===== src/rtl/mux4_rr_arbiter.sv =====
// Round-robin arbiter that drives the select lines of a shared 4:1 mux; grants are held until released.
// Define MUX4_ARB_TIMEOUT_EN to revoke a grant after MAX_HOLD cycles when another requester is waiting.
module mux4_rr_arbiter #(
    parameter int unsigned MAX_HOLD = 8,
    parameter int unsigned CNT_W    = 8
) (
    input  logic       clk,
    input  logic       reset,
    input  logic [3:0] req,
    output logic [3:0] gnt,
    output logic       sel_s1,
    output logic       sel_s2,
    output logic       busy,
    output logic [1:0] owner
);

    typedef enum logic {
        IDLE  = 1'b0,
        GRANT = 1'b1
    } state_e;

    localparam logic [CNT_W-1:0] HOLD_MAX = CNT_W'(MAX_HOLD - 1);

    state_e           state_q, state_d;
    logic [3:0]       gnt_q, gnt_d;
    logic [1:0]       owner_q, owner_d;
    logic [1:0]       ptr_q, ptr_d;
    logic             busy_q, busy_d;
    logic [CNT_W-1:0] hold_q, hold_d;

    logic [2:0]       pick_all;
    logic [2:0]       pick_oth;
    logic             take;
    logic [1:0]       win;

    // Returns {found, index}: first set bit scanning base+1, base+2, base+3 and, if allowed, base itself.
    function automatic logic [2:0] rr_pick(input logic [3:0] r, input logic [1:0] base,
                                           input logic incl_base);
        logic [2:0] res;
        logic [1:0] idx;
        res = 3'b000;
        for (int unsigned i = 1; i <= 4; i++) begin
            idx = base + 2'(i);
            if (!res[2] && r[idx] && (i != 4 || incl_base)) begin
                res = {1'b1, idx};
            end
        end
        return res;
    endfunction

    assign pick_all = rr_pick(req, ptr_q, 1'b1);
    assign pick_oth = rr_pick(req, owner_q, 1'b0);

    // Next-state logic: decide whether a new winner takes the channel this edge.
    always_comb begin
        state_d = state_q;
        gnt_d   = gnt_q;
        owner_d = owner_q;
        ptr_d   = ptr_q;
        busy_d  = busy_q;
        hold_d  = hold_q;
        take    = 1'b0;
        win     = 2'd0;

        case (state_q)
            IDLE: begin
                take = pick_all[2];
                win  = pick_all[1:0];
                if (!take) begin
                    gnt_d  = 4'b0000;
                    busy_d = 1'b0;
                end
            end
            GRANT: begin
                if (!req[owner_q]) begin
                    // Released owner is excluded; it can only return through IDLE.
                    take = pick_oth[2];
                    win  = pick_oth[1:0];
                    if (!take) begin
                        state_d = IDLE;
                        gnt_d   = 4'b0000;
                        busy_d  = 1'b0;
                        hold_d  = '0;
                    end
                end else begin
                    if (hold_q != HOLD_MAX) begin
                        hold_d = hold_q + CNT_W'(1);
                    end
`ifdef MUX4_ARB_TIMEOUT_EN
                    if (hold_q == HOLD_MAX && pick_oth[2]) begin
                        take = 1'b1;
                        win  = pick_oth[1:0];
                    end
`endif
                end
            end
            default: begin
                state_d = IDLE;
            end
        endcase

        if (take) begin
            state_d = GRANT;
            gnt_d   = 4'b0001 << win;
            owner_d = win;
            ptr_d   = win;
            busy_d  = 1'b1;
            hold_d  = '0;
        end
    end

    always_ff @(posedge clk) begin
        if (reset) begin
            state_q <= IDLE;
            gnt_q   <= 4'b0000;
            owner_q <= 2'd0;
            ptr_q   <= 2'd3;
            busy_q  <= 1'b0;
            hold_q  <= '0;
        end else begin
            state_q <= state_d;
            gnt_q   <= gnt_d;
            owner_q <= owner_d;
            ptr_q   <= ptr_d;
            busy_q  <= busy_d;
            hold_q  <= hold_d;
        end
    end

    assign gnt    = gnt_q;
    assign owner  = owner_q;
    assign sel_s1 = owner_q[0];
    assign sel_s2 = owner_q[1];
    assign busy   = busy_q;

endmodule


===== config.mk =====
export PLATFORM = sky130hd
export DESIGN_NAME = mux4_rr_arbiter
export DESIGN_NICKNAME = d
export VERILOG_FILES = /design/src/rtl/mux4_rr_arbiter.sv
export SDC_FILE = /design/constraint.sdc
export NUM_CORES = 1
export LEC_CHECK = 0
export ABC_AREA = 1
export CORE_AREA = 5 5 48 50
export CTS_BUF_LIST = sky130_fd_sc_hd__clkbuf_4 sky130_fd_sc_hd__clkbuf_8 sky130_fd_sc_hd__clkbuf_16
export CTS_CLUSTER_SIZE = 16
export DETAILED_ROUTE_END_ITERATION = 10
export DIE_AREA = 0 0 53 55
export PLACE_DENSITY = 0.74
export SLEW_MARGIN = 20
export SYNTH_ARGS = -nofsm -noshare
export SYNTH_HDL_FRONTEND = slang
export SYNTH_SLANG_ARGS = --single-unit

===== constraint.sdc =====
create_clock -name clk -period 1.76 [get_ports clk]
set_input_delay 0.352 -clock clk [delete_from_list [all_inputs] [get_ports clk]]
set_output_delay 0.352 -clock clk [all_outputs]
set_load 0.01 [all_outputs]

# After elaboration in Yosys (flattened, before gate mapping)

Index checks and enable logic that the tools add are counted.

Add/subtract/negate cells: 6
Order comparisons: 8
Eq/ne operators: 3
Shifts and indexed selects: 1
Mux-type cells: 41
Bitwise gates (word level): 1
Reductions and logical operators: 11

Operators by type and width:

| operator                                           | number |
|---|---|
| < comparator 2 x 3 -> 1 bit, second input constant | 8 |
| two-way mux 3 bit                                  | 7 |
| two-way mux 1 bit                                  | 17 |
| binary-select mux 1 bit (select 2 bit)             | 8 |
| two-way mux 4 bit                                  | 4 |
| adder 2 bit, second input constant                 | 4 |
| case mux 4 bit (2 select lines)                    | 1 |
| != test 3 bit, second input constant               | 2 |
| logical AND 1 bit                                  | 5 |
| zero test 1 bit                                    | 5 |
| adder 2 x 1 -> 2 bit, second input constant        | 2 |
| case mux 1 bit (2 select lines)                    | 2 |
| case mux 2 bit (2 select lines)                    | 1 |
| << shifter 1 x 2 -> 4 bit, first input constant    | 1 |
| != test 3 x 2 -> 1 bit, second input constant      | 1 |
| AND reduction 3 bit                                | 1 |
| two-way mux 2 bit                                  | 1 |
| inverter 1 bit                                     | 1 |

Register bits after elaboration: 10
Output and inout port bits: 9
Logic and storage cells: 76

# Depth between registers and ports, before layout

Gate-level depths: netlist of the first run.

Depth after elaboration: 16
Gate-level depth with buffers: 15

# Worst setup path after synthesis of the first run

OpenSTA, ideal clock, no wires.

Kind: register to register
Start: register owner_q[0], in the netlist owner[0]
End: register gnt_q[0], in the netlist gnt[0]
Arrival: 1.410 ns
Required time: 1.649 ns
Path slack: 0.238 ns
Stages on the path, launching flop included: 15
Clock period less this slack: 1.522 ns
Cell sequence: dfxtp_1 > buf_6 > inv_4 > nand2_1 > nand2_2 > nand2_1 > inv_1 > nor2_1 > nand3_1 > nand2_1 > nand2_2 > nand3_2 > nor2_1 > nor2_1 > nor2_1

Word-level cells in the longest chain between the ends: 14

RTL lines:

| what                                                                                      | RTL line | RTL |
|---|---|---|
| start, declared                                                                           | 26       | `logic [1:0] owner_q, owner_d;` |
| start signal, assigned                                                                    | 123      | `owner_q <= owner_d;` |
| adder 2 x 1 -> 2 bit                                                                      | 43       | `idx = base + 2'(i);` |
| binary-select mux 1 bit (select 2 bit)                                                    | 44       | `if (!res[2] && r[idx] && (i != 4 \|\| incl_base)) begin` |
| two-way mux 1 bit (not written as such)                                                   | 44       |  |
| two-way mux 3 bit                                                                         | 44       |  |
| zero test 1 bit                                                                           | 44       |  |
| logical AND 1 bit                                                                         | 44       |  |
| two-way mux 3 bit                                                                         | 44       |  |
| zero test 1 bit                                                                           | 44       |  |
| logical AND 1 bit                                                                         | 44       |  |
| two-way mux 3 bit                                                                         | 44       |  |
| two-way mux 1 bit / two-way mux 2 bit (equally long branches)                             | 75       | `if (!req[owner_q]) begin` |
| case mux 1 bit (2 select lines) / case mux 2 bit (2 select lines) (equally long branches) | 65       | `case (state_q)` |
| != test 3 bit (no line), or another cell as far along                                     | n/a      |  |
| AND reduction 3 bit (no line) / two-way mux 4 bit (equally long branches)                 | n/a      |  |
| end signal, assigned                                                                      | 122      | `gnt_q <= gnt_d;` |
| end, declared                                                                             | 25       | `logic [3:0] gnt_q, gnt_d;` |

Several ways; a longest one is shown, not always the timed one. The select of a mux whose other input is x is not followed.
A chain may end at the register's enable or synchronous reset.

# Final worst setup path of the first run

Same ends and word-level chain as after synthesis.

==> results of run 1 <==
[critical path, cell delays in order (launching register included)]
cell and delay, ns:
dfxtp_4 0.35, buf_12 0.14, inv_4 0.07, nand2_1 0.07, nand3_1 0.12, nand2_4 0.08
nor2_4 0.13, nand3_1 0.11, nand2_1 0.09, nand2_2 0.10, nand3_2 0.10, nor2_1 0.04
nor2_1 0.08, nor2_1 0.04
[cells in the mapped netlist, drive strengths merged]
cell type	n	share of area, %
inv	21	10
nand3b	1	0.86
dfxtp	10	23
o21ai	3	1.7
nor3b	1	0.86
nand2	77	36
buf	4	4.3
nand3	14	8.6
o211ai	3	2.6
a21oi	8	4.6
nand4	1	0.71
nor2	12	6.3
clkinv	1	0.43
[metrics by stage]
stage               cells  total power (W)  utilization (%)  worst slack (ns)
global route          202          0.00227             61.0           0.00158
global placement      199          0.00183             58.1            -0.208
finish                202          0.00205             61.0             0.132
CTS                   202          0.00203             59.3            0.0167
detailed placement    199          0.00186             58.1            -0.250
floorplan             156          0.00144                -             0.238
[kinds of logic (layout without fill, tap and decap cells)]
kind of cell,after synthesis,in the layout,synth area share [%]
flip-flops,10,10,22.9
buffers and inverters,26,45,14.9
AND/OR/NAND/NOR,106,106,53.4
AO/OA/AOI/OAI,14,14,8.86
[routing by layer]
layer,vias to the layer above,global-route usage (%),wire [microns]
li1,526,-,-
met1,442,19.1,892
met2,25,26.9,955
met3,9,2.68,78
met4,0,9.79,57
met5,-,0,0
[area by class of cell]
class | count | area (sq um) | area share (%)
clock buffers | 3 | 22.5 | 1.98
multi-input cells | 120 | 559 | 49.3
flip-flops and latches | 10 | 206 | 18.2
inverters | 22 | 92.6 | 8.16
well taps | 27 | 33.8 | 2.98
repair buffers | 20 | 220 | 19.4
[power by group through the flow]
stage / logic, W / registers (W) / clock network (W)
finish: 0.00150 / 0.000395 / 0.000150
detailed placement: 0.00147 / 0.000391 / 0
floorplan: 0.00103 / 0.000405 / 0
global route: 0.00169 / 0.000410 / 0.000173
CTS: 0.00148 / 0.000387 / 0.000157
global placement: 0.00144 / 0.000387 / 0
[worst max-delay path by stage]
stage / cells past startpoint / end / slack (ns) / startpoint
after floorplan: 14 / gnt[0] / 0.24 / owner[0]
after global placement: 12 / gnt[2] / -0.21 / req[3]
after detailed placement: 12 / owner[1] / -0.25 / req[3]
after CTS: 12 / owner[1] / 0.02 / req[3]
after global routing: 14 / gnt[1] / 0.002 / owner[0]
final: 13 / gnt[0] / 0.13 / owner[0]
[flip-flops by register name (all words and copies together), names as in the netlist]
name,flops
busy,1
state_q,1
gnt,4
ptr_q,2
owner,2
==> results.txt, run 1 <==
Status: completed
Initial DRC count: 29
RR Endpoint: gnt[0]
Num CTS Buffers: 3
Post-synthesis sequential area ratio: 22.9%
H-tree depth: 1
I/O pins: 15
GP Congestion: 0.860
Via-to-Cell Ratio: 4.96
DRT antenna net count: 0
Fin Hold WS: 0.468 ns
Tmin final: 1.63 ns
Total number of vias: 1002
First-pass GRT wire length: 3510 microns
Seq pwr share: 19.3%
Setup bufs post-CTS: 0
Max Transition Viols Final: 0
Initial Util: 47.0%
Pleak: 0.627 nW
CP arrival: 1.78 ns
Worst VDD drop: 869 uV
CTS tree: done
Final WL: 1980 microns
Final HPWL DP: 1620 microns
Final nets: 183
Worst-Skew Late Latency: 0.26 ns
Final-layout fill cell count: 188
Combinational power share: 73.4%
Total grt overflow: 0
ANT cells: 0
Area of the mapped netlist: 876 sq um
Chip height: 55 microns
Hold Path Origin: gnt[3]
GRT Total Usage: 16.0%
Die area: 2920 sq um
NetSw: 0.00102 W
Post-synthesis average cell area: 5.61 sq um
Crit path kind: reg -> reg
Final Hold Viols: 0
Worst-case reg-to-reg path depth: 13
Hold EP: gnt[3]
Reg2Reg Launch Point: owner[0]
RSZ-0062 raised after global routing: false
Depth of the worst hold-timing path: 2
Register bit total from synthesis: 10
CP max FO: 10
Hold buffer count at cts: 0
Final period utilization: 92.5%
Hold WC Path Type: reg -> reg
Sw frac: 49.8%
Share of cells above drive strength 1: 18.3%
Peak Freq: 0.614 GHz
Largest net degree at the start of global routing: 11
Clock sinks: 10
Worst-margin pin slew: 0.248 ns
Count of cell types in the netlist: 23
Clk network pwr share: 7.3%
Core ar.: 1860 sq um
Most frequent cells in the layout: nand2_1 (66), inv_1 (17), nand3_1 (12)
Placement Cell Area: 1080 sq um
Crit start category: flip-flop
Area delta synth->final: 29.6%
Resized cells post-CTS: 0
Setup crit end kind: flip-flop
Cell Pwr Density: 1810 nW/um^2
Clock Pin Slew Worst Setup and Hold Paths: 0.06 ns
Vias in the first global route: 916
Pre-antenna DRT Iters: 4
Remaining DRCs: 0
Clock Tree Buf Depth: 2
Post-route setup TNS: 0 ns
Ys Warns: 0
Rel. slew slack: 83.4%
Internal Power: 0.00103 W
Site row count: 16
Syn_nets: 162
Worst Path Required: 1.91 ns
Post-synthesis cell count: 156
Die W: 53 microns
Post-route cell area: 1130 sq um
Setup Viol. Count Final: 0
Commonest non-fill, non-tap cell in the layout: nand2_1
Routed length per instance: 9.82 microns
Worst-case clock skew: 0.00155 ns
Root Buffer: clkbuf_4
R2R setup slack: 0.13 ns
Maxcap violations: 0
Initial antenna violation count: 0
Port buffer count: 14
Power figures use the tool's default switching activity.
==> run 2, diff against run 1 <==
--- a/config.mk
+++ b/config.mk
@@ -12,6 +12,7 @@
 export DETAILED_ROUTE_END_ITERATION = 10
 export DIE_AREA = 0 0 53 55
 export PLACE_DENSITY = 0.74
+export SKIP_LAST_GASP = 1
 export SLEW_MARGIN = 20
 export SYNTH_ARGS = -nofsm -noshare
 export SYNTH_HDL_FRONTEND = slang
==> results of run 2 <==
Same layout as run 1: the final DEF is identical, and so are final timing and power.
